### src/rtl/alu_stack_ctrl_if.sv
// Bundle between the bytecode sequencer, its decoder, the operand stack
// and the shared combinational ALU.
//
// Handshake: an opcode transfers on a rising edge where op_valid and
// op_ready are both high. The decoder holds op_valid and op_code steady
// until it sees op_ready; the sequencer ignores op_valid while busy.
// stack_pop and stack_push are single-cycle strobes, never high together.
interface alu_stack_ctrl_if;
  logic        op_valid;
  logic [3:0]  op_code;
  logic        op_ready;
  logic        stack_empty;
  logic [31:0] stack_top;
  logic        stack_pop;
  logic        stack_push;
  logic [31:0] stack_push_data;
  logic [31:0] alu_operand_a;
  logic [31:0] alu_operand_b;
  logic [3:0]  alu_op_select;
  logic [31:0] alu_result;
  logic        done;
  logic        error;
  logic [1:0]  error_cause;

  // Environment side: decoder, operand stack and ALU.
  modport master (
    output op_valid, op_code, stack_empty, stack_top, alu_result,
    input  op_ready, stack_pop, stack_push, stack_push_data,
           alu_operand_a, alu_operand_b, alu_op_select,
           done, error, error_cause
  );

  // Sequencer side.
  modport slave (
    input  op_valid, op_code, stack_empty, stack_top, alu_result,
    output op_ready, stack_pop, stack_push, stack_push_data,
           alu_operand_a, alu_operand_b, alu_op_select,
           done, error, error_cause
  );
endinterface

### src/rtl/alu_stack_ctrl.sv
// alu_stack_ctrl: pops operands from the operand stack, drives the shared
// ALU and pushes the result back, one opcode at a time.
// Optional feature macro: ALU_STACK_CTRL_ILLEGAL_TRAP_EN
//   defined   -> unsupported opcodes raise error with cause 2'b10
//   undefined -> unsupported opcodes retire as a no-op with a done pulse
module alu_stack_ctrl (
  input  logic             clk,
  input  logic             rst,
  alu_stack_ctrl_if.slave  bus,
  output logic [2:0]       dbg_state
);

  typedef enum logic [2:0] {
    S_IDLE = 3'd0,
    S_POP1 = 3'd1,
    S_POP2 = 3'd2,
    S_EXEC = 3'd3,
    S_PUSH = 3'd4
  } state_t;

  localparam logic [1:0] CAUSE_UNDERFLOW = 2'b01;
  localparam logic [1:0] CAUSE_ILLEGAL   = 2'b10;

  state_t      state;
  logic        op_ready_q;
  logic        push_q;
  logic [31:0] push_data_q;
  logic [31:0] operand_a_q;
  logic [31:0] operand_b_q;
  logic [3:0]  op_select_q;
  logic        done_q;
  logic        error_q;
  logic [1:0]  cause_q;

  function automatic logic is_binary(input logic [3:0] code);
    case (code)
      4'b0000, 4'b0001, 4'b0010, 4'b1100,
      4'b1101, 4'b1111, 4'b1000, 4'b1001: is_binary = 1'b1;
      default:                            is_binary = 1'b0;
    endcase
  endfunction

  function automatic logic is_unary(input logic [3:0] code);
    is_unary = (code == 4'b0101);
  endfunction

  // Sequencer FSM with registered outputs; done/error/push are one-cycle pulses.
  always_ff @(posedge clk) begin
    if (rst) begin
      state       <= S_IDLE;
      op_ready_q  <= 1'b1;
      push_q      <= 1'b0;
      push_data_q <= '0;
      operand_a_q <= '0;
      operand_b_q <= '0;
      op_select_q <= '0;
      done_q      <= 1'b0;
      error_q     <= 1'b0;
      cause_q     <= '0;
    end else begin
      done_q  <= 1'b0;
      error_q <= 1'b0;
      push_q  <= 1'b0;
      case (state)
        S_IDLE: begin
          if (bus.op_valid) begin
            op_select_q <= bus.op_code;
            if (is_binary(bus.op_code) || is_unary(bus.op_code)) begin
              state      <= S_POP1;
              op_ready_q <= 1'b0;
            end else begin
`ifdef ALU_STACK_CTRL_ILLEGAL_TRAP_EN
              error_q <= 1'b1;
              cause_q <= CAUSE_ILLEGAL;
`else
              done_q  <= 1'b1;
`endif
            end
          end
        end
        S_POP1: begin
          if (bus.stack_empty) begin
            error_q    <= 1'b1;
            cause_q    <= CAUSE_UNDERFLOW;
            state      <= S_IDLE;
            op_ready_q <= 1'b1;
          end else if (is_unary(op_select_q)) begin
            operand_a_q <= bus.stack_top;
            operand_b_q <= '0;
            state       <= S_EXEC;
          end else begin
            // Top of stack is the right-hand operand.
            operand_b_q <= bus.stack_top;
            state       <= S_POP2;
          end
        end
        S_POP2: begin
          if (bus.stack_empty) begin
            // The operand already popped is lost; the stack is not repaired.
            error_q    <= 1'b1;
            cause_q    <= CAUSE_UNDERFLOW;
            state      <= S_IDLE;
            op_ready_q <= 1'b1;
          end else begin
            operand_a_q <= bus.stack_top;
            state       <= S_EXEC;
          end
        end
        S_EXEC: begin
          push_data_q <= bus.alu_result;
          push_q      <= 1'b1;
          done_q      <= 1'b1;
          state       <= S_PUSH;
        end
        S_PUSH: begin
          state      <= S_IDLE;
          op_ready_q <= 1'b1;
        end
        default: begin
          state      <= S_IDLE;
          op_ready_q <= 1'b1;
        end
      endcase
    end
  end

  // Pop must be suppressed in the same cycle the stack reports empty,
  // so it is decoded from the state register and stack_empty directly.
  assign bus.stack_pop = ((state == S_POP1) || (state == S_POP2)) && !bus.stack_empty;

  assign bus.op_ready        = op_ready_q;
  assign bus.stack_push      = push_q;
  assign bus.stack_push_data = push_data_q;
  assign bus.alu_operand_a   = operand_a_q;
  assign bus.alu_operand_b   = operand_b_q;
  assign bus.alu_op_select   = op_select_q;
  assign bus.done            = done_q;
  assign bus.error           = error_q;
  assign bus.error_cause     = cause_q;
  assign dbg_state           = state;

endmodule

### src/flat_wrapper.sv
// flat-port wrapper written by rule: the top's interface ports become plain ports
module alu_stack_ctrl_flat 
  (clk, rst, dbg_state, bus_op_valid, bus_op_code, bus_stack_empty, bus_stack_top, bus_alu_result, bus_op_ready, bus_stack_pop, bus_stack_push, bus_stack_push_data, bus_alu_operand_a, bus_alu_operand_b, bus_alu_op_select, bus_done, bus_error, bus_error_cause);
  alu_stack_ctrl_if bus_i ();
  input  logic clk;
  input  logic rst;
  output logic [2:0] dbg_state;
  input wire logic [$bits(bus_i.op_valid)-1:0] bus_op_valid;
  input wire logic [$bits(bus_i.op_code)-1:0] bus_op_code;
  input wire logic [$bits(bus_i.stack_empty)-1:0] bus_stack_empty;
  input wire logic [$bits(bus_i.stack_top)-1:0] bus_stack_top;
  input wire logic [$bits(bus_i.alu_result)-1:0] bus_alu_result;
  output wire logic [$bits(bus_i.op_ready)-1:0] bus_op_ready;
  output wire logic [$bits(bus_i.stack_pop)-1:0] bus_stack_pop;
  output wire logic [$bits(bus_i.stack_push)-1:0] bus_stack_push;
  output wire logic [$bits(bus_i.stack_push_data)-1:0] bus_stack_push_data;
  output wire logic [$bits(bus_i.alu_operand_a)-1:0] bus_alu_operand_a;
  output wire logic [$bits(bus_i.alu_operand_b)-1:0] bus_alu_operand_b;
  output wire logic [$bits(bus_i.alu_op_select)-1:0] bus_alu_op_select;
  output wire logic [$bits(bus_i.done)-1:0] bus_done;
  output wire logic [$bits(bus_i.error)-1:0] bus_error;
  output wire logic [$bits(bus_i.error_cause)-1:0] bus_error_cause;
  assign bus_i.op_valid = bus_op_valid;
  assign bus_i.op_code = bus_op_code;
  assign bus_i.stack_empty = bus_stack_empty;
  assign bus_i.stack_top = bus_stack_top;
  assign bus_i.alu_result = bus_alu_result;
  assign bus_op_ready = bus_i.op_ready;
  assign bus_stack_pop = bus_i.stack_pop;
  assign bus_stack_push = bus_i.stack_push;
  assign bus_stack_push_data = bus_i.stack_push_data;
  assign bus_alu_operand_a = bus_i.alu_operand_a;
  assign bus_alu_operand_b = bus_i.alu_operand_b;
  assign bus_alu_op_select = bus_i.alu_op_select;
  assign bus_done = bus_i.done;
  assign bus_error = bus_i.error;
  assign bus_error_cause = bus_i.error_cause;
  alu_stack_ctrl u_core (.clk(clk), .rst(rst), .bus(bus_i), .dbg_state(dbg_state));
endmodule
### config.mk
export PLATFORM = sky130hd
export DESIGN_NAME = alu_stack_ctrl_flat
export DESIGN_NICKNAME = d
export VERILOG_FILES = /design/src/rtl/alu_stack_ctrl_if.sv /design/src/rtl/alu_stack_ctrl.sv /design/src/flat_wrapper.sv
export SDC_FILE = /design/constraint.sdc
export NUM_CORES = 1
export LEC_CHECK = 0
export CORE_MARGIN = 5
export CORE_UTILIZATION = 40
export CTS_CLUSTER_SIZE = 8
export DETAILED_ROUTE_END_ITERATION = 7
export PLACE_DENSITY = 0.79
export RECOVER_POWER = 25
export SETUP_SLACK_MARGIN = 0.2
export SYNTH_ARGS = -nofsm -noshare
export SYNTH_HDL_FRONTEND = slang
export SYNTH_SLANG_ARGS = --single-unit
### constraint.sdc
create_clock -name clk -period 2.6 [get_ports clk]
set_input_delay 0.39 -clock clk [delete_from_list [all_inputs] [get_ports clk]]
set_output_delay 0.39 -clock clk [all_outputs]
set_load 0.02 [all_outputs]
==> impl.org, run 1 <==
** Finish
- Most used cells in the layout excluding fill and tap cells :: 132 x sky130_fd_sc_hd__clkdlybuf4s50_1, 106 x sky130_fd_sc_hd__dfxtp_1, 98 x sky130_fd_sc_hd__nand2_1
- Once layout is complete, the cells apart from fillers number 781.
- Ratio of cells with drive above 1 in the final layout :: 0.0543
- Fin util :: 0.610
- Leaving out fill and tap cells, the most frequent cell in the layout is sky130_fd_sc_hd__clkdlybuf4s50_1.
- Final #Nets :: 712
- Counting the fill cells in the layout gives 878.
- Area used by multi-input combinational logic :: 0.00187 mm2
- The number of antenna diodes in the final layout is 0.
- Post-route cell area :: 0.00630 mm2
- In the final layout, flip-flops and latches occupy 0.00216 mm2.
- P&R area growth vs syn :: 49.1%

** Detailed routing
- 1st-iter DRT viols :: 160
- Via count :: 3799
- For this run, design rule violations remaining after detail routing come to 0.
- Routed wire length :: 11900 um
- Number of vias per cell after detailed routing :: 4.86
- Post-detailed-route count of antenna-violating nets :: 0
- Mean routed wirelength per cell :: 15.2 um
- Before antenna repair, the detailed router went through 4 iterations.

** Floorplan
- The floorplan has 37 rows.
- The die is 113 um tall.
- The die is 113 um wide.
- Placeable core area :: 0.0103 mm2
- Die outline area :: 0.0127 mm2
- Number of top-level design ports :: 182
- The initial utilization of the core area, before any placement, comes to 0.409.

** Logic synthesis
- Averaged over all synthesized cells, the footprint is 8.83 um2.
- The number of nets handed over by synthesis was 550.
- For this run, the number of Yosys warnings is 0.
- Number of standard cells after synthesis :: 478
- Number of storage elements in the synthesis netlist :: 108
- Synthesis instantiated 32 different standard cells from the library.
- For this run, the register share of the synthesized area comes to 0.512.
- Cell area after synthesis :: 0.00422 mm2

** Power
- Of the total power, registers draw 0.567.
- Leakage power :: 2.27 nW
- Power density of the placed cells :: 475 mW/mm2
- Clock network fraction of design power :: 0.319
- Combinational cell fraction of total power :: 0.114
- Power consumption :: 2.99 mW
- Int Power :: 2.25 mW
- Peak supply drop :: 0.000363 V
- Switching portion of total power :: 0.248
- The analysis attributes to net switching a power of 0.743 mW.

** Timing
- At the pin with the least slew margin, the transition time is 1.09 ns.
- Clock skew on the completed layout was measured at 0.0162 ns.
- Final Critical Period :: 2.26 ns
- Final setup viols :: 0
- Static timing analysis puts the maximum clock frequency at 0.442 GHz.
- Headroom to the max-slew limit came out at 0.276.
- Count of pins over their slew limit :: 0
- Unrepaired setup endpoints after global routing :: false
- The final count of hold timing violations was 0.
- Final sum of negative setup slack :: 0 ns
- Across all hold checks on the routed design, the worst slack comes to 0.458 ns.
- After layout, the worst setup slack is 0.335 ns.
- Post-route clock period utilization :: 0.871

** Global routing
- Overall fraction of global-route tracks in use :: 0.182
- Grt total ovfl :: 0
- First-pass GRT wire length :: 19000 um
- Pin count of the biggest net entering global routing :: 59
- Initial antenna violation count :: 0
- The number of global-route vias before repair was 3872.

** Place
- In this run the tool buffered the top-level ports with 180 buffer cells.
- Dpl hpwl :: 8770 um
- Cell Area, Placed :: 0.00612 mm2
- Dpl cells :: 765
- Routability Congestion :: 0.787
- OpenSTA, run right after detailed placement, puts the worst setup slack at 0.528 ns.

** Critical path
- The largest individual stage delay along the critical path comes from the cell sky130_fd_sc_hd__clkdlybuf4s50_1.
- For this run, the slowest stage of the critical path takes 0.57 ns.
- STA classifies the critical path endpoint as an output port.
- Together, buffers and inverters on the worst path number 1.
- Crit path DAT :: 1.87 ns
- Critical Path RT :: 2.21 ns
- The worst setup path is of the reg -> out kind.
- Crit path max-delay family :: buffers and inverters
- Of all nets on the critical path, the largest fanout is 9.
- CP Launch Type :: flop
- Cells traversed along the worst timing path :: xnor2_1, nor3_1, clkdlybuf4s50_1

** Status
- The run finished with clean final reports.

** Min path
- The min-delay analysis places its worst path in the category reg -> reg.

** CTS
- Root cell of the clock tree :: sky130_fd_sc_hd__clkbuf_8
- Post-CTS Setup Bufs :: 0
- The tree built by TritonCTS fans out to 108 sinks.
- The H-tree was split into 3 levels.
- Hold buffer count at CTS :: 0
- Clock-pin transition on the worst setup and hold timing paths :: 0.10 ns
- The clock reaches the later pin of the worst-skew pair after 0.36 ns.
- TritonCTS built the clock tree.
- The clock passes through at most 2 buffers.
- TritonCTS Buffers :: 9

** Flow run
- Max-cap violations in this run came to 0.
[layout make-up]
| class | count | area share |
|---|---|---|
| Clock inverter | 6 | 0.00755 |
| Multi-Input combinational cell | 326 | 0.297 |
| Timing Repair Buffer | 192 | 0.301 |
| Clock buffer | 10 | 0.0219 |
| Tap cell | 136 | 0.0270 |
| Inverter | 3 | 0.00179 |
| Sequential cell | 108 | 0.344 |
[kinds of logic after synthesis]
family / synth area share
simple gates: 0.252
flops: 0.512
compound gates: 0.0987
buf+inv: 0.0465
mux: 0.0853
xor+xnor: 0.00415
other cells: 0.000888
[worst register-to-register path, cell delays in order, from the launching register on]
cell	delay, ns
sky130_fd_sc_hd__dfxtp_1	0.48
sky130_fd_sc_hd__or3b_4	0.47
sky130_fd_sc_hd__a2111oi_4	0.47
sky130_fd_sc_hd__buf_12	0.26
sky130_fd_sc_hd__mux2i_1	0.24
[registers in the layout, summed over array words and instances, names as in the netlist]
name                        flops
u_core.bus.alu_operand_a       32
u_core.bus.alu_operand_b       32
u_core.bus.stack_push_data     32
u_core.bus.alu_op_select        4
u_core.dbg_state                3
u_core.bus.done                 1
u_core.bus.error                1
u_core.bus.error_cause          1
u_core.bus.op_ready             1
u_core.bus.stack_push           1
[cell usage after synthesis, drive strengths merged]
cell type	number	area, um2
buf	6	53.8
or3b	1	11.3
nor3	2	10.0
nor4b	2	30.0
o2bb2ai	1	8.76
a31oi	1	6.26
o2111ai	2	17.5
dfxtp	108	2160
clkbuf	35	131
nor2	8	30.0
nand4bb	1	11.3
a21oi	64	320
inv	3	11.3
o311a	1	10.0
or4b	1	10.0
nand3	32	160
nand2	98	368
and3b	1	8.76
xnor2	1	8.76
a2111oi	1	27.5
nand2b	65	407
or3	1	6.26
conb	1	3.75
xor2	1	8.76
o211a	1	10.0
mux2i	36	360
nor4	1	6.26
a31o	1	8.76
nand3b	1	7.51
a21boi	1	7.51
[per-layer routing]
metal / track usage / routed length, um / up-vias
li1: - / - / 1897
met1: 0.213 / 4960 / 1752
met2: 0.312 / 5650 / 134
met3: 0.0679 / 1080 / 16
met4: 0.0497 / 181 / 0
met5: 0 / 0 / -
[final timing paths]
| check | slack (ns) | cells past startpoint | endpoint | start |
|---|---|---|---|---|
| setup / recovery | 0.34 | 3 | bus_stack_pop | u_core.dbg_state[0]$_SDFFE_PP0P_ |
| hold reg to reg | 0.46 | 2 | u_core.bus.alu_operand_b[28]$_SDFFE_PP0P_ | u_core.bus.alu_operand_b[28]$_SDFFE_PP0P_ |
| setup reg to reg | 0.59 | 4 | u_core.bus.alu_operand_a[3]$_SDFFE_PP0P_ | u_core.dbg_state[2]$_SDFFE_PP0P_ |
| hold / removal | 0.46 | 2 | u_core.bus.alu_operand_b[28]$_SDFFE_PP0P_ | u_core.bus.alu_operand_b[28]$_SDFFE_PP0P_ |
[power by group through the flow]
| stage | clock network, mW | registers (mW) | logic (mW) |
|---|---|---|---|
| finish | 0.954 | 1.70 | 0.341 |
| global route | 1.05 | 1.70 | 0.367 |
| CTS | 0.989 | 1.70 | 0.349 |
| detailed placement | 0 | 1.74 | 0.347 |
| global placement | 0 | 1.73 | 0.342 |
| floorplan | 0 | 1.76 | 0.121 |
[timing repair]
item,CTS,global route
setup endpoints to repair,1,0
hold endpoints to repair,0,0
resized for setup,2,0
(Power assumes the default switching activity.)
==> run 2, diff against run 1 <==
--- a/config.mk
+++ b/config.mk
@@ -5,12 +5,14 @@
 export SDC_FILE = /design/constraint.sdc
 export NUM_CORES = 1
 export LEC_CHECK = 0
+export ABC_AREA = 1
 export CORE_MARGIN = 5
 export CORE_UTILIZATION = 40
 export CTS_CLUSTER_SIZE = 8
 export DETAILED_ROUTE_END_ITERATION = 7
-export PLACE_DENSITY = 0.79
+export PLACE_DENSITY = 0.8
 export RECOVER_POWER = 25
+export REMOVE_ABC_BUFFERS = 1
 export SETUP_SLACK_MARGIN = 0.2
 export SYNTH_ARGS = -nofsm -noshare
 export SYNTH_HDL_FRONTEND = slang
==> run 2 against run 1 <==
Final area shrank 0.81%. Clock-buffer cell count unchanged. Via count is 10% higher. Non-clock buffer count unchanged. Utilization rose by 0.051 points.
==> impl.org, run 2 <==
** Timing
- Slew at the pin closest to its max-slew limit :: 0.646 ns (-0.440 ns)
- Count of pins over their slew limit :: 0 (unchanged)
- The final count of hold timing violations came to 0 (unchanged).
- The clock tree skew after final layout was 0.0119 ns (-0.00432 ns).
- Final setup viols :: 0 (unchanged)
- Final Critical Period :: 2.08 ns (-0.186 ns)
- Setup repair after global routing left no endpoint under its margin.
- The summed negative setup slack over all endpoints came to 0 ns (unchanged).
- The highest clock rate is 0.481 GHz (+9.0%).
- Post-route clock period utilization :: 0.799 (-0.0717)
- Slack of the critical path :: 0.522 ns (+0.186 ns)
- Normalized max-slew margin :: 0.569 (+0.293)

** CTS
- The clock-pin slew on the worst setup and hold paths is 0.09 ns (about the same).
- Clock tree from TritonCTS :: yes
- The number of clock buffers inserted by TritonCTS was 9 (unchanged).
- Clk Latency, worst-skew pair :: 0.36 ns (about the same)
- Hold buffer count at CTS :: 0 (unchanged)
- Clock Tree Buf Depth :: 2 (unchanged)
- The number of sinks driven by the clock tree came to 108 (unchanged).
- H-tree lvl count :: 3 (unchanged)
- Root cell of the clock tree :: sky130_fd_sc_hd__clkbuf_8

** Place
- Post-place setup slack :: 0.296 ns (-0.233 ns)
- Dpl cells :: 817 (+6.8%)
- The total half-perimeter wirelength after legalization and detailed placement came to 9200 um (+4.8%).
- The final estimated routing congestion in global placement is 0.784 (-0.34%).
- The quantity of I/O buffers inserted on ports came to 180 (unchanged).
- Cell Area, Placed :: 0.00603 mm2 (-1.6%)

** Logic synthesis
- The mux contribution to synthesized area is 0 (-0.0853).
- Post-Synth XOR/XNOR Area :: 0 (-0.00415)
- Avg Synthesized Cell Area :: 7.86 um2 (-11%)
- The largest total area in the synthesized netlist belongs to sky130_fd_sc_hd__dfxtp_1.
- Count of flip-flops with a built-in enable after synthesis :: 0 (unchanged)
- Top area cells in the synthesized netlist :: sky130_fd_sc_hd__dfxtp_1 52%, sky130_fd_sc_hd__nor2_1 12%, sky130_fd_sc_hd__o21ai_0 8.2%, sky130_fd_sc_hd__nand3b_1 5.8%, sky130_fd_sc_hd__nand3_1 4.5%
- The total of warnings raised by yosys was 0 (unchanged).
- Cell types with the highest counts after synthesis :: 136 x sky130_fd_sc_hd__nor2_1, 108 x sky130_fd_sc_hd__dfxtp_1, 68 x sky130_fd_sc_hd__o21ai_0
- The fraction of the mapped netlist area in compound gates was 0.131 (+0.0320).
- Main flop type after synthesis :: sky130_fd_sc_hd__dfxtp_1
- The mapped cell area is 0.00416 mm2 (-1.6%).
- Number of library cell types mapped by synthesis :: 25 (-22%)
- Sequential area share after synthesis :: 0.520 (+0.00817)
- Number of standard cells after synthesis :: 529 (+11%)
- The area share of and/or/nand/nor cells after synthesis came to 0.289 (+0.0368).
- In the post-synthesis netlist, the cell with the most instances is sky130_fd_sc_hd__nor2_1.
- The proportion of synthesized flip-flops having asynchronous set or reset was 0 (unchanged).
- Number of storage elements in the synthesis netlist :: 108 (unchanged)
- The adder-cell area share of the yosys netlist came to 0 (unchanged).
- Post-synth top area share :: 0.520 (+0.00817)
- By area, the combinational part of the netlist is dominated by simple AND/OR/NAND/NOR gates.

** Detailed routing
- The sum of met3 wire segment lengths after detailed routing is 1540 um (+42%).
- The DRC violation count after routing came to 0 (unchanged).
- The via count normalized by instance count is 5.05 (+3.8%).
- The number of DRC violations after detailed-routing iteration 0 came to 189 (+18%).
- The number of vias in the routed layout was 4195 (+10%).
- Post-detailed-route count of antenna-violating nets :: 0 (unchanged)
- The detailed-routing iteration count for the pre-antenna-repair pass is 6 (+2).
- Top sig layer :: met4
- Met2 WL post-DR :: 5940 um (+5.1%)
- Routed wire length :: 12900 um (+8.5%)
- Met1 layer wirelength in the final routing :: 5150 um (+3.7%)
- Mean routed wirelength per cell :: 15.5 um (+2.0%)

** Power
- The reported leakage power is 2.34 nW (+3.3%).
- Power consumption :: 3.47 mW (+16%)
- Power density of the placed cells :: 555 mW/mm2 (+17%)
- The worst vdd rail ir drop was 0.000287 V (-21%).

** Global routing
- The remaining global-route overflow is 0 (unchanged).
- The maximum number of pins on one net before global-route repair is 40 (-32%).
- The first-pass GRT wire length came to 20700 um (+9.1%).
- The initial antenna violation count is 0 (unchanged).
- Vias in the first global route :: 4259 (+10%)
- The total track usage is 0.202 (+0.0200).

** Status
- The run finished with clean final reports.

** Critical path
- Worst-case register-to-register setup slack :: 0.52 ns (-0.07 ns)
- CP Launch Type :: flop
- The largest fanout of any net on the critical path is 34 (+25).
- The worst setup path is captured at a flop.
- The worst setup path is of the reg -> reg kind.
- Crit path DAT :: 2.37 ns (+0.50 ns)
- Critical Path RT :: 2.89 ns (+0.68 ns)

** Min path
- In this run the worst hold path is classified as reg -> reg.

** Floorplan
- Chip Width :: 112 um (-0.72%)
- The count of standard-cell rows was 37 (unchanged).
- The floorplan core area came to 0.0102 mm2 (-0.90%).
- The area enclosed by the die boundary was 0.0125 mm2 (-1.4%).
- The I/O pin count came to 182 (unchanged).
- DIE HEIGHT :: 112 um (-0.72%)
- The starting density of the core is 0.406 (-0.00278).

** Finish
- Post-route cell area :: 0.00625 mm2 (-0.81%)
- The net count of the finished layout came to 764 (+7.3%).
- From synthesis to final layout, the design area changed by 50.3%.
- The share of post-route cells with drive strength above 1 is 0.0504 (-0.00390).
- The number of antenna diodes is 0 (unchanged).
- Most common cell after layout, fill and taps aside :: sky130_fd_sc_hd__clkdlybuf4s50_1
- Final cell count without fillers :: 831 (+6.4%)
- The library cells used most frequently in the layout, excluding fill and tap cells, are 167 x sky130_fd_sc_hd__clkdlybuf4s50_1, 138 x sky130_fd_sc_hd__nor2_1, 108 x sky130_fd_sc_hd__dfxtp_1.

** Flow run
- The total of max-cap violations came to 0 (unchanged).
==> run 2: cell types whose count changed after synthesis, moves of 5 or more <==
cell                       before  now
sky130_fd_sc_hd__nor2_1         8  136
sky130_fd_sc_hd__nand3_1       32   37
sky130_fd_sc_hd__nand3b_1       1   32
sky130_fd_sc_hd__a21oi_1       64   36
sky130_fd_sc_hd__buf_2          1   10
sky130_fd_sc_hd__nand2_1       98   47
sky130_fd_sc_hd__o21ai_0        0   68
sky130_fd_sc_hd__nand2b_1      65    0
sky130_fd_sc_hd__inv_1          3    9
sky130_fd_sc_hd__clkbuf_1      35   23
sky130_fd_sc_hd__mux2i_1       36    0
==> run 2: layout make-up <==
class | count | area, um2
Tap cell | 136 | 170
Clock buffer | 10 | 138
Timing Repair Buffer | 192 | 1890
Inverter | 12 | 45.0
Multi-Input combinational cell | 369 | 1740
Fill cell | 915 | 3990
Clock inverter | 4 | 98.8
Sequential cell | 108 | 2160
==> run 2: what timing repair did <==
| action | in CTS | in global routing |
|---|---|---|
| endpoints found under the setup margin | 0 | 1 |
| hold endpoints to repair | 0 | 0 |
| gates resized for setup | 0 | 1 |
| buffers inserted | 0 | 0 |
==> run 2: per-stage QoR <==
stage / hold slack [ns] / util
floorplan: 0.459 / -
global placement: 0.433 / 0.589
detailed placement: 0.445 / 0.589
CTS: 0.464 / 0.612
global route: 0.487 / 0.610
finish: 0.459 / 0.610
==> run 2: cells by family (layout without fill, tap and decap cells) <==
kind of cell    after synthesis  after routing
compound gates              107            107
buf+inv                      52            218
flops                       108            108
other cells                   1              1
simple gates                261            261
==> run 2: final timing paths <==
check        cells after the start                              from                                        end
max                              8  u_core.dbg_state[1]$_SDFFE_PP0P_  u_core.bus.alu_operand_a[26]$_SDFFE_PP0P_
min reg2reg                      2  u_core.bus.op_ready$_SDFFE_PP1P_           u_core.bus.op_ready$_SDFFE_PP1P_
min                              2  u_core.bus.op_ready$_SDFFE_PP1P_           u_core.bus.op_ready$_SDFFE_PP1P_
max reg2reg                      8  u_core.dbg_state[1]$_SDFFE_PP0P_  u_core.bus.alu_operand_a[26]$_SDFFE_PP0P_
==> run 2: report_power, final <==
group | switching, mW | internal, mW
registers | 0.0288 | 1.70
logic | 0.290 | 0.248
clock network | 0.538 | 0.658
total | 0.857 | 2.61
==> run 2: per-layer routing <==
metal  GRT usage  up-vias
met5           0        -
met2       0.337      205
met1       0.233     1920
met3      0.0864       22
li1            -     2048
met4      0.0673        0
==> run 2: worst max-delay path: stages, from the launching register on <==
cell	delay (ns)
sky130_fd_sc_hd__dfxtp_1	0.40
sky130_fd_sc_hd__inv_2	0.11
sky130_fd_sc_hd__nand3_4	0.09
sky130_fd_sc_hd__clkbuf_2	0.40
sky130_fd_sc_hd__nand2_2	0.24
sky130_fd_sc_hd__nand2_4	0.11
sky130_fd_sc_hd__nor2_8	0.45
sky130_fd_sc_hd__nor2_1	0.10
sky130_fd_sc_hd__nor2_1	0.12
